--- src/rtl/ss_sequencer_pkg.sv ---
// Save-state sequencer shared definitions: ss_ctrl field map,
// direction codes and FSM state encodings.
package ss_sequencer_pkg;

    localparam int SS_ADDR_W  = 8;
    localparam int BW_SS_CTRL = 3 + SS_ADDR_W + 8;

    // ss_ctrl = {ss_act, ss_we, ss_oe, ss_addr, ss_wdat}
    localparam int SS_WDAT_LSB = 0;
    localparam int SS_WDAT_MSB = 7;
    localparam int SS_ADDR_LSB = 8;
    localparam int SS_ADDR_MSB = SS_ADDR_LSB + SS_ADDR_W - 1;
    localparam int SS_OE       = SS_ADDR_MSB + 1;
    localparam int SS_WE       = SS_OE + 1;
    localparam int SS_ACT      = SS_WE + 1;

    localparam logic SS_DIR_SAVE = 1'b0;
    localparam logic SS_DIR_RST  = 1'b1;

    localparam logic [3:0] ST_IDLE       = 4'd0;
    localparam logic [3:0] ST_SETTLE_IN  = 4'd1;
    localparam logic [3:0] ST_RD_REQ     = 4'd2;
    localparam logic [3:0] ST_RD_WAIT    = 4'd3;
    localparam logic [3:0] ST_RD_PUSH    = 4'd4;
    localparam logic [3:0] ST_WR_GET     = 4'd5;
    localparam logic [3:0] ST_WR_STB     = 4'd6;
    localparam logic [3:0] ST_SETTLE_OUT = 4'd7;
    localparam logic [3:0] ST_FIN        = 4'd8;

    function automatic int ss_ctrl_w(input int aw);
        return aw + 11;
    endfunction

endpackage

--- src/rtl/ss_delay_cnt.sv ---
// Loadable down-counter with zero flag, reused for every wait
// interval of the save-state sequencer.
module ss_delay_cnt #(
    parameter int W = 3
) (
    input  logic         clk,
    input  logic         rst_n,
    input  logic         i_load,
    input  logic [W-1:0] i_val,
    output logic         o_zero
);

    logic [W-1:0] r_cnt;

    always_ff @(posedge clk or negedge rst_n) begin
        if (!rst_n) begin
            r_cnt <= '0;
        end else if (i_load) begin
            r_cnt <= i_val;
        end else if (r_cnt != '0) begin
            r_cnt <= r_cnt - 1'b1;
        end
    end

    assign o_zero = (r_cnt == '0);

endmodule

--- src/rtl/ss_sequencer.sv ---
// Save-state sequencer: freezes the mapper and streams its
// register file out to the MCU (save) or back in (restore).
module ss_sequencer
    import ss_sequencer_pkg::*;
#(
    parameter int ADDR_W = SS_ADDR_W,
    parameter int RD_LAT = 2,
    parameter int SETTLE = 4
) (
    input  logic                         clk,
    input  logic                         rst_n,
    input  logic                         cmd_start,
    input  logic                         cmd_dir,
    input  logic [ADDR_W:0]              cmd_len,
    input  logic                         cmd_abort,
    output logic [7:0]                   sv_dat,
    output logic                         sv_vld,
    input  logic                         sv_rdy,
    input  logic [7:0]                   rs_dat,
    input  logic                         rs_vld,
    output logic                         rs_rdy,
    output logic [ss_ctrl_w(ADDR_W)-1:0] ss_ctrl,
    input  logic [7:0]                   ss_rdat,
    output logic                         busy,
    output logic                         done,
    output logic                         aborted
);

    localparam int CNT_MAX = (SETTLE > RD_LAT) ? SETTLE : RD_LAT;
    localparam int CNT_W   = $clog2(CNT_MAX) + 1;
    localparam logic [CNT_W-1:0] LD_SET = CNT_W'(SETTLE - 1);
    localparam logic [CNT_W-1:0] LD_RD  = CNT_W'(RD_LAT - 1);

    logic [3:0]        r_st;
    logic              r_dir;
    logic [ADDR_W:0]   r_len;
    logic [ADDR_W:0]   r_idx;
    logic              r_run;
    logic              r_we;
    logic              r_oe;
    logic [ADDR_W-1:0] r_addr;
    logic [7:0]        r_wdat;
    logic [7:0]        r_sv_dat;
    logic              r_sv_vld;
    logic              r_rs_rdy;
    logic              r_done;
    logic              r_abt;
    logic              r_aborted;

    logic [3:0]        w_nx;
    logic [ADDR_W:0]   w_idx_n;
    logic [ADDR_W:0]   w_idx_inc;
    logic              w_last;
    logic              w_ld;
    logic [CNT_W-1:0]  w_ldv;
    logic              w_zero;
    logic              w_abt_take;
    logic              w_strobe;

    assign w_idx_inc = r_idx + 1'b1;
    assign w_last    = (w_idx_inc == r_len);

    always_comb begin
        w_nx    = r_st;
        w_idx_n = r_idx;
        unique case (1'b1)
            (r_st == ST_IDLE): begin
                if (cmd_start) begin
                    w_nx    = (cmd_len == '0) ? ST_FIN : ST_SETTLE_IN;
                    w_idx_n = '0;
                end
            end
            (r_st == ST_SETTLE_IN): begin
                if (cmd_abort)
                    w_nx = ST_SETTLE_OUT;
                else if (w_zero)
                    w_nx = (r_dir == SS_DIR_RST) ? ST_WR_GET : ST_RD_REQ;
            end
            (r_st == ST_RD_REQ): begin
                w_nx = cmd_abort ? ST_SETTLE_OUT : ST_RD_WAIT;
            end
            (r_st == ST_RD_WAIT): begin
                if (cmd_abort)
                    w_nx = ST_SETTLE_OUT;
                else if (w_zero)
                    w_nx = ST_RD_PUSH;
            end
            (r_st == ST_RD_PUSH): begin
                // A handshake in the abort cycle still counts.
                if (sv_rdy) begin
                    w_idx_n = w_idx_inc;
                    w_nx    = (w_last || cmd_abort) ? ST_SETTLE_OUT
                                                    : ST_RD_REQ;
                end else if (cmd_abort) begin
                    w_nx = ST_SETTLE_OUT;
                end
            end
            (r_st == ST_WR_GET): begin
                if (cmd_abort)
                    w_nx = ST_SETTLE_OUT;
                else if (rs_vld)
                    w_nx = ST_WR_STB;
            end
            (r_st == ST_WR_STB): begin
                w_idx_n = w_idx_inc;
                w_nx    = (w_last || cmd_abort) ? ST_SETTLE_OUT : ST_WR_GET;
            end
            (r_st == ST_SETTLE_OUT): begin
                if (w_zero)
                    w_nx = ST_FIN;
            end
            (r_st == ST_FIN): begin
                w_nx = ST_IDLE;
            end
            default: begin
                w_nx = ST_IDLE;
            end
        endcase
    end

    assign w_ld = (w_nx != r_st) &&
                  ((w_nx == ST_SETTLE_IN) || (w_nx == ST_SETTLE_OUT) ||
                   (w_nx == ST_RD_WAIT));
    assign w_ldv = (w_nx == ST_RD_WAIT) ? LD_RD : LD_SET;

    assign w_abt_take = cmd_abort && (w_nx == ST_SETTLE_OUT) &&
                        (r_st != ST_SETTLE_OUT);
    assign w_strobe   = (w_nx == ST_RD_REQ) || (w_nx == ST_WR_STB);

    ss_delay_cnt #(
        .W(CNT_W)
    ) u_dly (
        .clk   (clk),
        .rst_n (rst_n),
        .i_load(w_ld),
        .i_val (w_ldv),
        .o_zero(w_zero)
    );

    always_ff @(posedge clk or negedge rst_n) begin
        if (!rst_n) begin
            r_st      <= ST_IDLE;
            r_dir     <= SS_DIR_SAVE;
            r_len     <= '0;
            r_idx     <= '0;
            r_run     <= 1'b0;
            r_we      <= 1'b0;
            r_oe      <= 1'b0;
            r_addr    <= '0;
            r_wdat    <= '0;
            r_sv_dat  <= '0;
            r_sv_vld  <= 1'b0;
            r_rs_rdy  <= 1'b0;
            r_done    <= 1'b0;
            r_abt     <= 1'b0;
            r_aborted <= 1'b0;
        end else begin
            r_st     <= w_nx;
            r_idx    <= w_idx_n;
            r_run    <= (w_nx != ST_IDLE) && (w_nx != ST_FIN);
            r_oe     <= (w_nx == ST_RD_REQ);
            r_we     <= (w_nx == ST_WR_STB);
            r_addr   <= w_strobe ? w_idx_n[ADDR_W-1:0] : '0;
            r_wdat   <= (w_nx == ST_WR_STB) ? rs_dat : 8'h00;
            r_sv_vld <= (w_nx == ST_RD_PUSH);
            r_rs_rdy <= (w_nx == ST_WR_GET);
            r_done   <= (w_nx == ST_FIN);
            if (r_st == ST_RD_WAIT && w_nx == ST_RD_PUSH)
                r_sv_dat <= ss_rdat;
            if (r_st == ST_IDLE && cmd_start) begin
                r_dir     <= cmd_dir;
                r_len     <= cmd_len;
                r_abt     <= 1'b0;
                r_aborted <= 1'b0;
            end else begin
                if (w_abt_take)
                    r_abt <= 1'b1;
                if (w_nx == ST_FIN && r_abt)
                    r_aborted <= 1'b1;
            end
        end
    end

    assign ss_ctrl = {r_run, r_we, r_oe, r_addr, r_wdat};
    assign sv_dat  = r_sv_dat;
    assign sv_vld  = r_sv_vld;
    assign rs_rdy  = r_rs_rdy;
    assign busy    = r_run;
    assign done    = r_done;
    assign aborted = r_aborted;

endmodule

--- config.mk ---
export PLATFORM = sky130hd
export DESIGN_NAME = ss_sequencer
export DESIGN_NICKNAME = d
export VERILOG_FILES = /design/src/rtl/ss_sequencer_pkg.sv /design/src/rtl/ss_delay_cnt.sv /design/src/rtl/ss_sequencer.sv
export SDC_FILE = /design/constraint.sdc
export NUM_CORES = 1
export LEC_CHECK = 0
export ABC_AREA = 1
export ABC_CLOCK_PERIOD_IN_PS = 4450
export CAP_MARGIN = 5
export CORE_UTILIZATION = 55
export CTS_CLUSTER_DIAMETER = 50
export DETAILED_ROUTE_END_ITERATION = 12
export PLACE_DENSITY = 0.9
export SYNTH_ARGS = -nofsm -noshare
export SYNTH_HDL_FRONTEND = slang
export SYNTH_SLANG_ARGS = --single-unit
--- constraint.sdc ---
create_clock -name clk -period 4.45 [get_ports clk]
set_input_delay 0.6675 -clock clk [delete_from_list [all_inputs] [get_ports clk]]
set_output_delay 0.6675 -clock clk [all_outputs]
set_load 0.005 [all_outputs]
---- Yosys cells after proc, flatten, opt, wreduce, memory -nomap -nowiden ----
Cells that the tools add are included.
word-level totals
  bits in registers ....................... 58
operators by class
  add/sub/neg operators ................... 2
  eq/ne operators ......................... 21
  muxes and demuxes ....................... 28
  reductions and logical operators ........ 21
operators by type and width
  operator             number
  $mux 4               11
  $eq 4x3->1 const B   8
  $pmux 4 s8           1
  $pmux 9 s3           1
  $mux 9               2
  $eq 4x2->1 const B   4
  $mux 8               2
  $mux 3               5
  $add 9x1->9 const B  1
  $eq 9x9->1           1
  $logic_not 9->1      1
  $eq 4x1->1 const B   2
  $logic_and 1x1->1    7
  $reduce_bool 2->1    3
  $reduce_bool 3->1    2
  $eq 4x4->1 const B   1
  $logic_not 4->1      1
  $logic_or 1x1->1     4
  $mux 1               4
  $mux 2               2
  $ne 2x2->1 const B   2
  $ne 4x3->1 const B   1
  $ne 4x4->1           1
  $ne 4x4->1 const B   1
  4 further kinds      4

---- Longest topological paths before layout ----
Gate-level depths: netlist (run 1).
  depth in word-level cells ............... 11
  depth in mapped cells ................... 20

---- Cells and area by module ----
A second synthesis (run 1) with hierarchy kept.
unflattened totals
  cells, all modules ...................... 409
  area total of the unflattened synthesis .. 3155.5 µm²
by module, submodules not included
  module        instances  cells each  area an instance (µm²)
  ss_sequencer  1          377         2947.8
  ss_delay_cnt  1          32          207.7

---- Least setup slack after synthesis (run 1) ----
Ideal clock, no wire load.
  path type ............................... in2reg
  start ................................... input port cmd_abort
  end ..................................... register r_sv_dat[3], in the netlist sv_dat[3]
  library setup time ...................... 0.117 ns
  arrival time ............................ 2.194 ns
  required time ........................... 4.333 ns
  path slack .............................. 2.138 ns
  cell stages on the path ................. 12
  path buffers ............................ 2
  cell sequence ........................... clkbuf_1 inv_1 o21ai_0 nand2_1 o211ai_1 nor3_1 nand2_2 nor3_4 nand3_4 buf_6 nand2_1 o21ai_2
between the ends
  word-level cells in the longest chain between the ends .. 6
ends and longest elaborated chain
  element               RTL line             source
  from (decl)           ss_sequencer.sv:15   input logic cmd_abort,
  $logic_or 1x1->1      ss_sequencer.sv:92   w_nx = (w_last || cmd_abort) ? ST_SETTLE_OUT
  $mux 3                ss_sequencer.sv:92
  $mux 4                ss_sequencer.sv:90   if (sv_rdy) begin
  $pmux 4 s8 *          ss_sequencer.sv:66   unique case (1'b1)
  named net w_nx[0]     ss_sequencer.sv:50   logic [3:0] w_nx;
  $eq 4x3->1 *          ss_sequencer.sv:168  if (r_st == ST_RD_WAIT && w_nx == ST_RD_PUSH)
  $logic_and 1x1->1 *   ss_sequencer.sv:168
  to (signal assigned)  ss_sequencer.sv:169  r_sv_dat <= ss_rdat;
  to (decl)             ss_sequencer.sv:43   logic [7:0] r_sv_dat;
The timed path passes the listed nets; every way through them passes the cells marked *.
A chain may end at the register's enable or synchronous reset.

---- Final worst setup path (run 1) ----
  start ................................... input port cmd_abort
  end ..................................... register r_addr[0]
between the ends
  word-level cells in the longest chain between the ends .. 7
ends and longest elaborated chain
  element                                   RTL line             source
  $logic_or 1x1->1                          ss_sequencer.sv:92
  $mux 3                                    ss_sequencer.sv:92
  $mux 4                                    ss_sequencer.sv:90
  $pmux 4 s8 *                              ss_sequencer.sv:66
  named net w_nx[0]                         ss_sequencer.sv:50
  $eq 4x2->1 or $eq 4x3->1 (tied branches)  ss_sequencer.sv:128  assign w_strobe = (w_nx == ST_RD_REQ) || (w_nx == ST_WR_STB);
  $logic_or 1x1->1 *                        ss_sequencer.sv:128
  $mux 8 *                                  ss_sequencer.sv:163  r_addr <= w_strobe ? w_idx_n[ADDR_W-1:0] : '0;
  to (signal assigned)                      ss_sequencer.sv:163
  to (decl)                                 ss_sequencer.sv:41   logic [ADDR_W-1:0] r_addr;
Marks and branches as above.

==> metrics.cfg, run 1 <==
[yosys]
synth_top_cells_by_area=dfrtp_1, nand2_1, inv_1, nor2_1, nand3_1
synth-edff-count=0
syn_nets=415
synth_top_area_frac=0.480
synth-main-ff-cell=dfrtp_1
yosys_warnings=0
post_synth_num_cell_types=37
synth.yosys.seq_area_share=0.480
syn_area_um2=3030
yosys_register_bits=58
synth_cells=380
yosys.area.top_type=dfrtp_1
yosysMostFrequentCell=nand2_1
async_flop_share=1.00
synth_common_cells=nand2_1, inv_1, dfrtp_1
synth_area_per_cell_um2=7.96

[critical_path]
cpMostUsedCell=a21oi_1
crit_family=compound AO/OA/AOI/OAI gates
worst_ep_arrival_time_ps=3070
worstSetupPathType=in -> reg
worst-path-buf-inv=2
r2r_setup_slack_ps=1670
endpoint_kind=flop
crit_end=r_addr[0]
crit_chain=clkdlybuf4s50_1, o21ai_0, o211ai_1, nor3_1, nand2_2, a21oi_1, clkinv_1, a21oi_1
reg2reg_depth=12
r2r-end=u_dly.r_cnt[1]
r2r_start=r_st[1]
critPathSlowestCell=clkdlybuf4s50_1
critPathLaunchType=primary input
crit_cells=8
cp.required_ps=4700
crit_start=cmd_abort
max_stage_delay_ps=560
path_max_fanout=9

[sta]
rsz0062_at_grt=false
min_period_over_period=0.633
clock_skew_ps=8.37
setup_viol=0
worst_pin_slew_ps=653
final_hold_viol_count=0
relSlewSlack=0.565
layout_min_cycle_time_ps=2820
setup_tns_ps=0
drv_slew=0
fin_ws_ps=1630
max_freq_ghz=0.355

[cells_and_area]
drive_gt1_frac=0.104
nFillCells=349
diodes=0
nets=481
stdcell_count=521
area_delta_synth_final_pct=30.1

[place]
dp_hpwl_um=5320
pre_cts_slack_ps=1480
dp.cells=505
place.gp.congestion=0.936
io_buffer_count=63

[drt]
drtAntennaViolNets=0
dr_total_vias=2798
first_iter_violations=289
avgViaCountPerCell=5.37
first_pass_iters=5
wl_per_cell_um=14.4
finalWirelength_um=7510
drc=0

[die]
io_pins=64
core-area_um2=5200
num_rows=26
fp.dieArea_um2=5800
chipHeight_um=76.2
die_w_um=76.2
initial_core_util=0.581

[global_route]
grt_max_degree=43
grt.overflow.total=0
grt_pass1_vias=2781
antenna_found_initial=0
grt_pass1_wl_um=12800
grt_use_total=0.281

[power]
powerDensity_nw_per_um2=710
leakage_nw=1.98
vdd_drop_max_v=0.000452

[clocking]
cts.htree.levels=3
clk_latency_ps=340
cts.clk_slew.worst_paths_ps=70
cts_resized=0
clock_sinks=58
cts-root-buf=clkbuf_8
hold_buffers=0
cts_setup_buffers=0
cts_tree=built
clockBufferDepth=2
cts_buffers=9

[outcome]
status=finished clean

[hold_path]
min_path_type=in -> async

[run]
drv_cap=0

[logic make-up (layout without fill, tap and decap cells)]
kind of cell,Yosys count,after routing,synth area share
AND/OR/NAND/NOR,184,184,0.291
buffers and inverters,81,152,0.107
flip-flops,58,58,0.480
AO/OA/AOI/OAI,53,53,0.107
adder cells (fa/ha/maj),3,3,0.0124
XOR/XNOR,1,1,0.00289
[per-stage QoR]
stage	hold WS, ps	instance area, µm²	total power [mW]	util
5_1_grt	258	3940	2.98	0.756
2_1_floorplan	372	3030	1.72	-
4_1_cts	254	3940	2.78	0.756
3_5_place_dp	468	3690	2.15	0.709
3_3_place_gp	467	3690	2.10	0.709
6_report	247	3940	2.80	0.756
[cells in the final DEF, fill, tap and decap left out, types with 6 or more instances in the layout]
cell	count
nand3_1	22
a21oi_1	9
inv_1	70
clkbuf_8	10
o21ai_0	22
clkdlybuf4s50_1	62
nor2_1	44
nand2_1	84
dfrtp_1	58
nor3_1	6
nand2_2	6
o21ai_2	9
[how the worst min path moves through the flow]
stage	endpoint	startpoint	cells after the start	slack, ps
finish	r_addr[2]	rst_n	1	250
detailed placement	sv_dat[0]	sv_dat[0]	2	470
floorplan	aborted	rst_n	0	370
global route	r_addr[2]	rst_n	1	260
global placement	sv_dat[0]	sv_dat[0]	2	470
CTS	r_addr[2]	rst_n	1	250
[state kept, by name, summed over array words and instances (netlist names), 3 cells and up]
register     count
r_addr           8
r_idx            9
r_len            9
r_st             4
r_wdat           8
sv_dat           8
u_dly.r_cnt      3
[worst reg2reg max path, stage by stage (launching register included)]
cell,delay [ps]
dfrtp_1,600
nor2_1,70
inv_1,140
nor2_1,60
nand2_1,340
inv_1,300
nand2_1,160
o21ai_0,230
or2_2,360
nand3b_1,150
nor2_1,140
nor2_1,60
a21oi_1,100
[metal layers]
metal,global-route usage,vias to the layer above,part of all wire
met5,0,-,0
met2,0.472,150,0.48
met1,0.349,1308,0.41
met3,0.0778,14,0.094
li1,-,1326,-
met4,0.0962,0,0.019
[where the power goes]
part / total [mW] / internal [mW] / leakage (nW) / switching, mW
sequential: 0.857 / 0.716 / 0.757 / 0.141
combinational: 1.34 / 0.518 / 1.10 / 0.819
clock: 0.601 / 0.389 / 0.121 / 0.212
total: 2.80 / 1.62 / 1.98 / 1.17
[layout make-up]
type,count,area (µm²),share of cell area
multi-input cells,241,1250,0.318
clock inverters,4,98.8,0.0251
clock buffers,12,145,0.0369
inverters,72,270,0.0687
flip-flops and latches,58,1450,0.369
repair buffers,64,633,0.161
well taps,70,87.6,0.0223
Note: power is estimated with default switching activity, not from simulation.
==> run 2: changes to the inputs <==
--- a/config.mk
+++ b/config.mk
@@ -6,12 +6,12 @@
 export NUM_CORES = 1
 export LEC_CHECK = 0
 export ABC_AREA = 1
-export ABC_CLOCK_PERIOD_IN_PS = 4450
+export ABC_CLOCK_PERIOD_IN_PS = 2500
 export CAP_MARGIN = 5
-export CORE_UTILIZATION = 55
+export CORE_UTILIZATION = 46
 export CTS_CLUSTER_DIAMETER = 50
 export DETAILED_ROUTE_END_ITERATION = 12
-export PLACE_DENSITY = 0.9
+export PLACE_DENSITY = 0.81
 export SYNTH_ARGS = -nofsm -noshare
 export SYNTH_HDL_FRONTEND = slang
 export SYNTH_SLANG_ARGS = --single-unit
==> constraint.sdc (replaced) <==
create_clock -name clk -period 2.5 [get_ports clk]
set_input_delay 0.375 -clock clk [delete_from_list [all_inputs] [get_ports clk]]
set_output_delay 0.375 -clock clk [all_outputs]
set_load 0.005 [all_outputs]
==> run 2 against run 1 <==
Final cell count up 6.1%. Combinational power increased by 120%. Largest power group unchanged. Highest routed layer unchanged. Die area is 19% higher. Critical endpoint is now sv_dat[4].
==> metrics.cfg, run 2 (synthesis results as in run 1) <==
[cells_and_area]
diodes=0
design_area_um2=4220
nets=507
layout_common_cells=nand2_1, inv_1, clkdlybuf4s50_1, dfrtp_1, nor2_1
final_common_cell=nand2_1
area_delta_synth_final_pct=39.4
top_regs=r_idx: 9 flops, r_len: 9 flops
drive_gt1_frac=0.206

[sta]
relSlewSlack=0.585
clock_skew_ps=7.40
final_hold_viol_count=0
min_period_over_period=0.989
max_freq_ghz=0.404
drv_slew=0
worst_pin_slew_ps=623
layout_min_cycle_time_ps=2470
setup_viol=0
rsz0062_at_grt=true

[clocking]
cts-root-buf=clkbuf_8
clockBufferDepth=2
clk_latency_ps=330
cts.htree.levels=3
cts.clk_slew.worst_paths_ps=60
cts_tree=built
clock_sinks=58
cts_buffers=9

[global_route]
grt_max_degree=27
grt_pass1_vias=2644
grt.overflow.total=0
grt_pass1_wl_um=12100
grt_use_total=0.223
antenna_found_initial=0

[die]
chipHeight_um=83.1
die_w_um=83.1
initial_core_util=0.477
io_pins=64
core-area_um2=6350
fp.dieArea_um2=6910
num_rows=29

[power]
switching_share=0.419
clkPwrFrac=0.164
vdd_drop_max_v=0.000814
switchingPower_mw=2.25
internal-power_mw=3.13
combPwrFrac=0.547
leakage_nw=2.11
seq_power_share=0.289
power_mw=5.38
powerDensity_nw_per_um2=1280

[drt]
first_iter_violations=245
finalWirelength_um=7610
first_pass_iters=5
drc=0
drtAntennaViolNets=0
avgViaCountPerCell=5.13
dr_total_vias=2838
wl_per_cell_um=13.8

[hold_path]
min_path_type=in -> async

[run]
drv_cap=0

[place]
dp_hpwl_um=5230
placed_area_um2=3840
io_buffer_count=63
place.gp.congestion=0.931

[critical_path]
crit_chain=ha_4, nand2_4, nor2_4, nand3_2, nand2_2, nand2_2, nand2_2, nand2_2, nor2_2, nand3_2, nand3_2, nand2_4, nand2_4, inv_4, nor3_4, nand3_4, nand2_1, o21ai_2
max_stage_delay_ps=440
worstSetupPathType=reg -> reg
r2r-end=sv_dat[4]
worst_ep_arrival_time_ps=2700
endpoint_kind=flop
r2r_setup_slack_ps=30
critPathLaunchType=flop
path_max_fanout=8
cp.required_ps=2720
reg2reg_depth=18
critPathSlowestCell=dfrtp_1
cpMostUsedCell=nand2_2
r2r_start=r_idx[0]

[outcome]
status=finished clean

## run 2: cell count changes in the layout (fill, tap and decap cells not counted), sizes merged
cell,previous run,this run
buf,2,27
nand3,25,26
clkbuf,12,13
bufinv,3,1
## run 2: power groups by stage
stage	clock, mW	sequential (mW)	combinational, mW
detailed placement	0	1.52	2.53
floorplan	0	1.45	1.60
global placement	0	1.51	2.45
finish	0.880	1.56	2.94
global route	0.944	1.59	3.25
CTS	0.896	1.51	2.55
## run 2: routing by layer
layer / vias to the layer above / wire length [µm] / GRT usage / share of wire
li1: 1370 / - / - / -
met1: 1340 / 3290 / 0.297 / 0.43
met2: 116 / 3680 / 0.339 / 0.48
met3: 12 / 515 / 0.0656 / 0.068
met4: 0 / 123 / 0.0940 / 0.016
met5: - / 0 / 0 / 0
## run 2: critical path: cells and delay by family, from the launching register on
kind	cells	cell delay (ps)
adders and majority gates	1	190
and+or+nand+nor	15	1630
AOI/OAI and AO/OA	1	50
buffers and inverters	1	50
DFF	1	440
## run 2: worst max-delay path by stage
stage / startpoint / to / depth (start not counted)
floorplan: r_idx[0] / sv_dat[3] / 16
global placement: cmd_len[8] / sv_dat[7] / 11
detailed placement: cmd_len[6] / sv_dat[5] / 11
CTS: r_idx[0] / sv_dat[0] / 17
global route: r_idx[0] / sv_dat[4] / 18
finish: r_idx[0] / sv_dat[4] / 18
## run 2: what timing repair did
| item | 4_1_cts | 5_1_grt |
|---|---|---|
| setup buffers | 0 | 6 |
| hold endpoints to repair | 0 | 0 |
| gates resized for setup | 0 | 36 |
| hold buffers | 0 | 0 |
| endpoints found under the setup margin | 0 | 30 |
## run 2: final cells by class
type | count | area [µm²]
Sequential cell | 58 | 1450
Timing Repair Buffer | 89 | 821
Multi-Input combinational cell | 242 | 1370
Tap cell | 77 | 96.3
Clock buffer | 13 | 169
Clock inverter | 2 | 35.0
Fill cell | 492 | 2130
Inverter | 72 | 273
## run 2: through the flow
step	util	setup slack, ps	cells	TNS (ps)	hold slack (ps)
floorplan	-	294	380	0	79.4
global placement	0.605	12.1	531	0	417
detailed placement	0.605	-107	531	-1070	421
CTS	0.637	9.58	546	0	50.6
global route	0.664	-148	553	-1400	76.8
finish	0.664	26.7	553	0	51.3
==> run 3: changes to the inputs <==
--- a/config.mk
+++ b/config.mk
@@ -8,10 +8,10 @@
 export ABC_AREA = 1
 export ABC_CLOCK_PERIOD_IN_PS = 2500
 export CAP_MARGIN = 5
-export CORE_UTILIZATION = 46
+export CORE_UTILIZATION = 30
 export CTS_CLUSTER_DIAMETER = 50
 export DETAILED_ROUTE_END_ITERATION = 12
-export PLACE_DENSITY = 0.81
+export PLACE_DENSITY = 0.59
 export SYNTH_ARGS = -nofsm -noshare
 export SYNTH_HDL_FRONTEND = slang
 export SYNTH_SLANG_ARGS = --single-unit
==> run 3 against run 2 <==
Final cell count up 12%. Largest cell class unchanged. Highest routed layer unchanged. First-iteration DRC count decreased by 57%. Flip-flop and latch count stayed put. Register-to-register slack improved by 50 ps. Clock skew down 0.78 ps. Critical endpoint unchanged. Routed wire length is 4.7% lower. Combinational power down 3%. Die area grew 52%.
==> metrics.cfg, run 3 (synthesis results as in run 1) <==
[outcome]
status=finished clean

[drt]
wl_per_cell_um=11.7
first_pass_iters=4
dr_total_vias=2710
finalWirelength_um=7250
drtAntennaViolNets=0
drc=0
first_iter_violations=106
avgViaCountPerCell=4.39

[cells_and_area]
seqCellArea_um2=1450
nFillCells=1005
top_regs=r_idx: 9 flops, r_len: 9 flops
multi_input_area_um2=1340
layout_common_cells=nand2_1, inv_1, clkdlybuf4s50_1, dfrtp_1, nor2_1
final_common_cell=nand2_1
diodes=0
area_delta_synth_final_pct=41.4
drive_gt1_frac=0.206
nets=515
stdcell_count=618

[critical_path]
max_stage_delay_ps=400
r2r-end=sv_dat[4]
crit_end=sv_dat[4]
critPathSlowestCell=dfrtp_1
cpMostUsedCell=nand2_1
worst_ep_arrival_time_ps=2660
reg2reg_depth=18
crit_start=r_idx[1]
critPathLaunchType=flop
endpoint_kind=flop
r2r_start=r_idx[1]
worstSetupPathType=reg -> reg
crit_chain=ha_4, nand2_2, nor2_2, nand3_1, nand2_1, nand2_1, nand2_1, nand2_1, nor2_2, nand3_2, nand3_2, nand2_4, nand2_4, inv_4, nor3_4, nand3_4, nand2_2, o21ai_2
cp.required_ps=2730
worst-path-buf-inv=1
crit_cells=18
path_max_fanout=8
r2r_setup_slack_ps=70
crit_family=simple AND/OR/NAND/NOR gates

[clocking]
clockBufferDepth=2
cts_buffers=9
hold_buffers=0
cts.htree.levels=3
clk_latency_ps=340
cts.clk_slew.worst_paths_ps=60
clock_sinks=58
cts-root-buf=clkbuf_8
cts_tree=built

[die]
chipHeight_um=102
io_pins=64
core-area_um2=9770
die_w_um=102
initial_core_util=0.310
fp.dieArea_um2=10500
num_rows=36

[run]
drv_cap=0

[global_route]
grt_most_used_layer=met2
grt_max_degree=59
grt_pass1_wl_um=11800
grt_pass1_vias=2515
met2_usage=0.214
use_met3=0.0554
antenna_found_initial=0
grt_use_total=0.148
met1_usage=0.198
grt.overflow.total=0

[sta]
rsz0062_at_grt=true
setup_viol=0
max_freq_ghz=0.412
layout_min_cycle_time_ps=2430
relSlewSlack=0.511
final_hold_viol_count=0
hold_slack_ps=172
worst_pin_slew_ps=733
clock_skew_ps=6.62
drv_slew=0
min_period_over_period=0.971

[power]
powerDensity_nw_per_um2=1190
power_mw=5.11
leakage_nw=2.13
vdd_drop_max_v=0.000513

[place]
io_buffer_count=63
dp_hpwl_um=5460
dp.cells=599
place.gp.congestion=0.865

[hold_path]
min_path_type=in -> async

==> run 3: cell types whose count changed in the layout (fill, tap and decap cells not counted), sizes merged <==
cell / delta
buf: +8
clkinv: +4
clkbuf: -3
bufinv: -1
clkinvlp: +1
==> run 3: through the flow <==
stage	area, µm²	util	setup TNS (ps)	setup WS [ps]
3_5_place_dp	4000	0.410	-730	-92.8
3_3_place_gp	4000	0.410	-27.4	-4.18
5_1_grt	4280	0.438	-1430	-138
4_1_cts	4170	0.427	0	40.9
6_report	4280	0.438	0	72.9
2_1_floorplan	3030	-	0	294
==> run 3: where the power goes <==
| part | total [mW] | internal (mW) | leakage, nW | switching [mW] |
|---|---|---|---|---|
| sequential | 1.51 | 1.27 | 0.757 | 0.235 |
| clock | 0.744 | 0.376 | 0.0916 | 0.368 |
| combinational | 2.86 | 1.31 | 1.28 | 1.55 |
==> run 3: how the worst min path moves through the flow <==
| stage | to | slack, ps | cells past startpoint |
|---|---|---|---|
| final | r_addr[2] | 170 | 2 |
| after global routing | r_idx[0] | 220 | 2 |
| after CTS | r_idx[0] | 200 | 2 |
| after detailed placement | sv_dat[7] | 480 | 2 |
| after global placement | sv_dat[1] | 470 | 2 |
| after floorplan | aborted | 80 | 0 |
==> run 3: final cells by class <==
type	count	area share
clock buffer	10	0.0322
clock inverter	6	0.00760
inverter	72	0.0637
multi-input combinational	242	0.312
sequential	58	0.339
tap	133	0.0389
timing repair buffer	97	0.207
==> run 3: metal layers <==
| layer | wire length, µm | vias to the layer above |
|---|---|---|
| li1 | - | 1398 |
| met3 | 487 | 7 |
| met2 | 3200 | 69 |
| met4 | 87 | 0 |
| met5 | 0 | - |
| met1 | 3480 | 1236 |
==> run 3: what timing repair did <==
| action | CTS | global route |
|---|---|---|
| endpoints found under the setup margin | 0 | 30 |
| gates resized for setup | 0 | 24 |
| endpoints found under the hold margin | 0 | 0 |
| buffers inserted | 0 | 2 |
